<file path="src/rtl/twg_pkg.sv">
// Shared types and helpers for the crank/cam trigger-wheel emulator.
// Latency: n/a (declarations only).
// Backpressure: n/a.
package twg_pkg;

  // Tooth phase: first half (vr low), second half (vr high), and the
  // extended tail of the last real tooth that swallows the missing teeth.
  typedef enum logic [1:0] {
    TOOTH_LO = 2'd0,
    TOOTH_HI = 2'd1,
    GAP      = 2'd2
  } twg_state_e;

  // Shortest tooth that still gives a distinct low and high half.
  localparam int TWG_MIN_PER = 4;

  // Length of the last real tooth: its own period plus every missing tooth.
  function automatic logic [31:0] gap_len(input logic [31:0] per, input int missing);
    return per * 32'(missing + 1);
  endfunction

endpackage

</file>
<file path="src/rtl/twg_tooth_timer.sv">
// Tooth timer: latches the tooth period, counts cycles in a tooth, flags tooth end and vr level.
// Latency: tooth_end is combinational on cnt; vr is registered one cycle after the cnt it reflects.
// Backpressure: none; en=0 freezes cnt/state and forces vr low on the next cycle.
//
// Ports:
//   clk, rst   system clock, synchronous active-high reset
//   en         advance enable
//   period     requested cycles per tooth (clamped to TWG_MIN_PER)
//   gap_tooth  current tooth is the last real tooth (absorbs the gap)
//   tooth_end  high in the last cycle of the current tooth (only when en)
//   vr         crank level
module twg_tooth_timer
  import twg_pkg::*;
#(
  parameter int MISSING = 2,
  parameter int PER_W   = 16
) (
  input  logic             clk,
  input  logic             rst,
  input  logic             en,
  input  logic [PER_W-1:0] period,
  input  logic             gap_tooth,
  output logic             tooth_end,
  output logic             vr
);

  // Wide enough for (MISSING+1)*max_period, so the gap tooth never overflows.
  localparam int CW = PER_W + $clog2(MISSING + 2);

  logic [PER_W-1:0] per_q;
  logic [PER_W-1:0] per_clamp;
  logic [CW-1:0]    cnt;
  logic [CW-1:0]    cnt_nxt;
  logic [CW-1:0]    per_ext;
  logic [CW-1:0]    half;
  logic [CW-1:0]    len;
  logic [31:0]      gap_len32;
  logic             first_q;
  twg_state_e       state;
  twg_state_e       state_nxt;

  assign per_clamp = (period < PER_W'(TWG_MIN_PER)) ? PER_W'(TWG_MIN_PER) : period;
  assign per_ext   = CW'(per_q);
  assign half      = CW'(per_q >> 1);
  assign gap_len32 = gap_len(32'(per_q), MISSING);
  assign len       = gap_tooth ? gap_len32[CW-1:0] : per_ext;
  assign tooth_end = en && (cnt == len - CW'(1));
  assign cnt_nxt   = tooth_end ? '0 : cnt + CW'(1);

  // State tracks the cnt value it will sit beside, so vr can be a plain
  // registered copy of (state == TOOTH_HI). per_q only changes at a tooth
  // boundary or on cnt 0->1, where the next state is TOOTH_LO either way.
  always_comb begin
    state_nxt = TOOTH_LO;
    if (tooth_end)
      state_nxt = TOOTH_LO;
    else if (cnt_nxt < half)
      state_nxt = TOOTH_LO;
    else if (cnt_nxt < per_ext)
      state_nxt = TOOTH_HI;
    else
      state_nxt = GAP;
  end

  always_ff @(posedge clk) begin
    if (rst) begin
      per_q   <= PER_W'(TWG_MIN_PER);
      first_q <= 1'b1;
      cnt     <= '0;
      state   <= TOOTH_LO;
      vr      <= 1'b0;
    end else begin
      vr <= en && (state == TOOTH_HI);
      if (en) begin
        first_q <= 1'b0;
        // New period applies from the next tooth; the first enabled cycle
        // after reset also picks it up so the first tooth is not stuck at 4.
        if (tooth_end || first_q)
          per_q <= per_clamp;
        cnt   <= cnt_nxt;
        state <= state_nxt;
      end
    end
  end

endmodule

</file>
<file path="src/rtl/trigger_wheel_gen.sv">
// Crank/cam trigger-wheel emulator: TEETH-minus-MISSING crank wheel plus optional 720-degree cam.
// Latency: all outputs registered; vr_out lags the tooth counter by one cycle.
// Backpressure: none; en=0 freezes the pattern (vr_out low, rev_stb low), en=1 resumes in place.
//
// Build option: define TWG_CAM_EN to generate the cam signal; otherwise cam_out is tied high.
// Ports:
//   clk, rst   system clock, synchronous active-high reset
//   en         run enable
//   period     clk cycles per tooth, taken at each tooth boundary
//   vr_out     crank output (low first half of tooth, high second half)
//   cam_out    cam output
//   tooth_idx  current real tooth 0..TEETH-MISSING-1
//   rev_stb    one-cycle pulse in the first cycle of tooth 0
//   gap_act    high for the whole last real tooth including the gap
module trigger_wheel_gen
  import twg_pkg::*;
#(
  parameter int TEETH       = 60,
  parameter int MISSING     = 2,
  parameter int PER_W       = 16,
  parameter int START_TOOTH = 0,
  parameter int CAM_FALL    = 54,
  parameter int CAM_RISE    = 4
) (
  input  logic                     clk,
  input  logic                     rst,
  input  logic                     en,
  input  logic [PER_W-1:0]         period,
  output logic                     vr_out,
  output logic                     cam_out,
  output logic [$clog2(TEETH)-1:0] tooth_idx,
  output logic                     rev_stb,
  output logic                     gap_act
);

  localparam int            IW   = $clog2(TEETH);
  localparam logic [IW-1:0] LAST = IW'(TEETH - MISSING - 1);

  logic          tooth_end;
  logic          wrap;
  logic [IW-1:0] idx_nxt;

  assign wrap    = (tooth_idx == LAST);
  assign idx_nxt = wrap ? '0 : tooth_idx + IW'(1);

  // gap_act always mirrors (tooth_idx == LAST), so it doubles as the timer's
  // gap-tooth select without another comparator.
  twg_tooth_timer #(
    .MISSING (MISSING),
    .PER_W   (PER_W)
  ) u_timer (
    .clk       (clk),
    .rst       (rst),
    .en        (en),
    .period    (period),
    .gap_tooth (gap_act),
    .tooth_end (tooth_end),
    .vr        (vr_out)
  );

  always_ff @(posedge clk) begin
    if (rst) begin
      tooth_idx <= IW'(START_TOOTH);
      rev_stb   <= 1'b0;
      gap_act   <= (IW'(START_TOOTH) == LAST);
    end else begin
      rev_stb <= tooth_end && wrap;
      if (tooth_end) begin
        tooth_idx <= idx_nxt;
        gap_act   <= (idx_nxt == LAST);
      end
    end
  end

`ifdef TWG_CAM_EN
  // cam_phase marks odd crank revolutions; the cam edges use the phase of
  // the tooth being entered, so they land in the same cycle as tooth_idx.
  logic cam_phase;
  logic cam_phase_nxt;

  assign cam_phase_nxt = wrap ? ~cam_phase : cam_phase;

  always_ff @(posedge clk) begin
    if (rst) begin
      cam_phase <= 1'b0;
      cam_out   <= 1'b1;
    end else if (tooth_end) begin
      cam_phase <= cam_phase_nxt;
      if ((idx_nxt == IW'(CAM_FALL)) && cam_phase_nxt)
        cam_out <= 1'b0;
      else if ((idx_nxt == IW'(CAM_RISE)) && !cam_phase_nxt)
        cam_out <= 1'b1;
    end
  end
`else
  assign cam_out = 1'b1;
`endif

endmodule

</file>
<file path="config.mk">
export PLATFORM = sky130hd
export DESIGN_NAME = trigger_wheel_gen
export DESIGN_NICKNAME = d
export VERILOG_FILES = /design/src/rtl/twg_pkg.sv /design/src/rtl/twg_tooth_timer.sv /design/src/rtl/trigger_wheel_gen.sv
export SDC_FILE = /design/constraint.sdc
export NUM_CORES = 1
export LEC_CHECK = 0
export CELL_PAD_IN_SITES_DETAIL_PLACEMENT = 0
export CELL_PAD_IN_SITES_GLOBAL_PLACEMENT = 1
export CORE_ASPECT_RATIO = 0.75
export CORE_UTILIZATION = 50
export CTS_BUF_LIST = sky130_fd_sc_hd__clkbuf_8
export CTS_CLUSTER_SIZE = 14
export DETAILED_ROUTE_END_ITERATION = 10
export PLACE_DENSITY_LB_ADDON = 0.05
export SLEW_MARGIN = 0
export SYNTH_ARGS = -nofsm -noshare
export SYNTH_HDL_FRONTEND = slang
export SYNTH_SLANG_ARGS = --single-unit
</file>
<file path="constraint.sdc">
create_clock -name clk -period 8.9 [get_ports clk]
set_input_delay 0.89 -clock clk [delete_from_list [all_inputs] [get_ports clk]]
set_output_delay 0.89 -clock clk [all_outputs]
set_load 0.01 [all_outputs]
</file>
==> results.rst <==
.. list-table::
   :header-rows: 1

   * - Metric
     - Value
   * - Status
     - completed
   * - Total grt overflow
     - 0
   * - Multiplexer share of the synthesized area
     - 3.83%
   * - Vias in the first global route
     - around 4,700
   * - CTS Sinks
     - between 40 and 50
   * - Die Area
     - roughly 0.011 mm2
   * - Max-Slew Margin vs Limit
     - between 10% and 20%
   * - Max Clock Skew
     - 0.00182 ns
   * - Die Ht
     - roughly 91 um
   * - Clock tree buffer depth
     - 2
   * - Synthesized Nets
     - 769
   * - Final WL
     - about 15 mm
   * - Post-DRT Antenna Nets
     - 0
   * - Fraction of layout instances using a drive strength above 1
     - under 10%
   * - Post-synthesis instance total
     - about 700
   * - Number of warning messages in the yosys log
     - 0
   * - Worst hold path startpoint
     - u_timer.state[1]
   * - Number of enable-type register cells in the synthesized netlist
     - 0
   * - Kind of start point of the critical path
     - flop
   * - FP Rows
     - 31
   * - Count of pins over their slew limit
     - 0
   * - RSZ-0062 raised after global routing
     - no
   * - Hold buffers post-CTS
     - 0
   * - Maximum fanout encountered on the critical timing path
     - 18
   * - Sum of internal, switching and leakage power
     - between 0.0005 and 0.0006 W
   * - Number of diodes
     - 0
   * - Number of buffers inserted by port buffering
     - 27
   * - Synth async-reset ratio
     - 0%
   * - Worst Reg-to-Reg Cells
     - 27
   * - Post-Synthesis Cell Area
     - 0.00523 mm2
   * - Worst-margin pin slew
     - about 1.2 ns
   * - DRC violations left
     - 0
   * - Final worst-path setup slack
     - ~2.1 ns
   * - Number of nets in the finished design
     - 766
   * - RD Place Congestion
     - between 0.8 and 0.9
   * - Mean instance size in the synthesized netlist
     - roughly 7.5 um2
   * - Setup slack, reg-to-reg
     - 2.06 ns
   * - Sink of the worst hold path
     - u_timer.vr
   * - Dominant synthesized flop cell
     - sky130_fd_sc_hd__dfxtp_1
   * - Place WS
     - a little over 2 ns
   * - Period utilization
     - 76.9%
   * - Global-route wire length before repair
     - 24.5 mm
   * - Biggest area contributors in the synthesized netlist
     - sky130_fd_sc_hd__dfxtp_1 18%, sky130_fd_sc_hd__ha_1 12%, sky130_fd_sc_hd__xnor2_1 5.7%, sky130_fd_sc_hd__nand2_1 4.7%, sky130_fd_sc_hd__mux2i_1 3.8%
   * - Number of antenna violations at the first check in global routing
     - 0
   * - Number of CTS-inserted buffers
     - 5
   * - Post-CTS Setup Bufs
     - 0
   * - Count of final setup violators
     - 0
   * - Synth unique cells
     - 75
   * - Largest net degree at the start of global routing
     - 49
   * - Horizontal die dimension
     - 120 um
   * - Post-cts repair resize count
     - 0
   * - Yosys reg bits
     - 46
   * - Terminus of the critical flop-to-flop path
     - u_timer.state[0]
   * - Proportion of netlist area held by the largest area contributor
     - between 10% and 20%
   * - Number of fillers in the final layout
     - about 940
   * - Crit end category
     - flop
   * - Power per cell area
     - approximately 95 mW/mm2
   * - Synthesis-to-finish area growth
     - 7.61%
   * - Routed wire per std cell
     - 17.9 um
   * - Effective utilization at floorplan
     - 52.8%
   * - Htree depth
     - 2
   * - Leading area contributor after synthesis
     - sky130_fd_sc_hd__dfxtp_1
   * - Final setup TNS
     - 0 ns
   * - CTS tree
     - built
   * - Data required time of the worst path
     - roughly 9.1 ns
   * - Clk Tree Root Cell
     - sky130_fd_sc_hd__clkbuf_8
   * - Top library cells by usage in the layout, fill and taps aside
     - 65 x sky130_fd_sc_hd__nand2_1, 52 x sky130_fd_sc_hd__nor2_1, 50 x sky130_fd_sc_hd__ha_1, 45 x sky130_fd_sc_hd__dfxtp_1, 39 x sky130_fd_sc_hd__nand3_1
   * - Total GRT Usage
     - between 20 and 30%
   * - Final min period
     - 6.84 ns
   * - Fraction of the yosys area taken by sequential cells
     - 17.6%
   * - Kind of path behind the tightest hold check
     - reg -> reg
   * - Compound-Gate Fraction of Synth Area
     - a little under a quarter
   * - RR Startpoint
     - u_timer.per_q[0]
   * - Data arrival time of the worst path
     - 7.08 ns
   * - Critical Setup Path Class
     - reg -> reg
   * - Total leakage power
     - approximately 2.2 nW
   * - Highest achievable clock rate
     - 146 MHz
   * - Via count of the routed design
     - ~5,100
   * - DRC violation total after the first TritonRoute iteration
     - ~640
   * - # IOs
     - 29
   * - Synthesized-area fraction occupied by adder cells
     - 12.4%
   * - Most common cell after layout, fill and taps aside
     - sky130_fd_sc_hd__nand2_1
   * - Post-Synth Simple-Gate Area
     - 29.5%
   * - Source-to-sink clock delay at the later pin of the worst-skew pair
     - ~0.30 ns
   * - Combinational family with the most area after synthesis
     - simple AND/OR/NAND/NOR gates
   * - Final hold violations
     - 0
   * - Clock edge transition at the registers on the reported setup and hold paths
     - around 0.090 ns
   * - Worst slack on hold paths
     - about 0.46 ns
   * - Average vias per placed instance
     - around 6.2
   * - Max-cap check violation count
     - 0
   * - Layout Utilization
     - between 50% and 60%
   * - Instance count along the most critical hold path
     - 1
   * - XOR/XNOR Fraction of Synth Area
     - roughly 7.4%
   * - Worst vdd ir
     - approximately 0.079 mV
   * - Placeable Area
     - about 0.0099 mm2
   * - First-pass iteration count of the detailed router
     - 5
   * - DP HPWL
     - approximately 11 mm
==> state kept, by name, summed over array words and instances (netlist names) <==
register / count
gap_act: 1
rev_stb: 1
tooth_idx: 6
u_timer.cnt: 18
u_timer.first_q: 1
u_timer.per_q: 16
u_timer.state: 2
u_timer.vr: 1
==> stage by stage <==
step,instance area (um2),cells
after floorplan,5230,699
after global placement,5510,821
after detailed placement,5510,821
after CTS,5620,829
after global routing,5620,829
final,5620,829
==> power breakdown <==
group | leakage, nW | switching [W] | total, W | internal (W)
combinational | 1.78 | 0.0000912 | 0.000151 | 0.0000596
clock | 0.0556 | 0.0000790 | 0.000162 | 0.0000829
sequential | 0.374 | 0.0000104 | 0.000222 | 0.000212
total | 2.21 | 0.000181 | 0.000535 | 0.000354
==> kinds of logic (layout without fill, tap and decap cells) <==
logic type | Yosys count | count (layout)
compound gates | 169 | 169
xor+xnor | 44 | 44
fa+ha+maj | 51 | 51
buf+inv | 74 | 72
flops | 46 | 46
mux | 20 | 20
other cells | 1 | 1
simple gates | 294 | 294
==> critical path, cell delays in order, from the launching register on <==
cell,delay [ns]
sky130_fd_sc_hd__dfxtp_1,0.44
sky130_fd_sc_hd__ha_1,0.20
sky130_fd_sc_hd__inv_1,0.05
sky130_fd_sc_hd__fa_1,0.41
sky130_fd_sc_hd__nor2b_1,0.25
sky130_fd_sc_hd__o21ai_2,0.17
sky130_fd_sc_hd__a21oi_1,0.31
sky130_fd_sc_hd__nor3_1,0.11
sky130_fd_sc_hd__nor3_1,0.52
sky130_fd_sc_hd__nand4_1,0.32
sky130_fd_sc_hd__or4_1,0.48
sky130_fd_sc_hd__nand3b_1,0.12
sky130_fd_sc_hd__o21a_1,0.51
sky130_fd_sc_hd__nor2_1,0.10
sky130_fd_sc_hd__buf_4,0.22
sky130_fd_sc_hd__a21oi_1,0.19
sky130_fd_sc_hd__ha_1,0.27
sky130_fd_sc_hd__a21o_1,0.16
sky130_fd_sc_hd__a21o_1,0.17
sky130_fd_sc_hd__a21oi_1,0.16
sky130_fd_sc_hd__nor2b_1,0.07
sky130_fd_sc_hd__o21ai_0,0.16
sky130_fd_sc_hd__nand2b_1,0.08
sky130_fd_sc_hd__a21o_1,0.17
sky130_fd_sc_hd__a211o_1,0.33
sky130_fd_sc_hd__a41o_1,0.27
sky130_fd_sc_hd__a2111o_1,0.38
sky130_fd_sc_hd__a21oi_1,0.14
==> synth_stat cells (all sizes together) (14+ instances only) <==
cell    instances
a21o           14
a21oi          39
and3           19
clkbuf         31
dfxtp          46
ha             50
inv            32
mux2i          20
nand2          65
nand3          40
nor2           52
nor3           27
nor4           16
o21ai          37
xnor2          34
==> cell type report <==
| cell class | instances | area [um2] | area share [%] |
|---|---|---|---|
| repair buffers | 32 | 308 | 5.47 |
| inverters | 32 | 120 | 2.14 |
| multi-input cells | 579 | 4000 | 71.1 |
| clock buffers | 5 | 68.8 | 1.22 |
| flip-flops and latches | 46 | 922 | 16.4 |
| clock inverters | 3 | 41.3 | 0.734 |
| well taps | 132 | 165 | 2.94 |
==> layer usage <==
metal,vias up,track usage [%],wire length (um)
met2,194,42.2,6330
met5,-,0,0
met1,2369,42.0,7480
met4,0,5.00,165
met3,17,3.85,898
li1,2568,-,-
==> how the worst max path moves through the flow <==
stage	startpoint	endpoint	cells after the start
global route	u_timer.per_q[0]	u_timer.state[0]	27
global placement	en	u_timer.state[0]	21
CTS	u_timer.per_q[0]	u_timer.state[0]	27
detailed placement	en	u_timer.state[0]	21
finish	u_timer.per_q[0]	u_timer.state[0]	27
floorplan	u_timer.per_q[0]	u_timer.state[0]	27
Power figures use the tool's default switching activity.
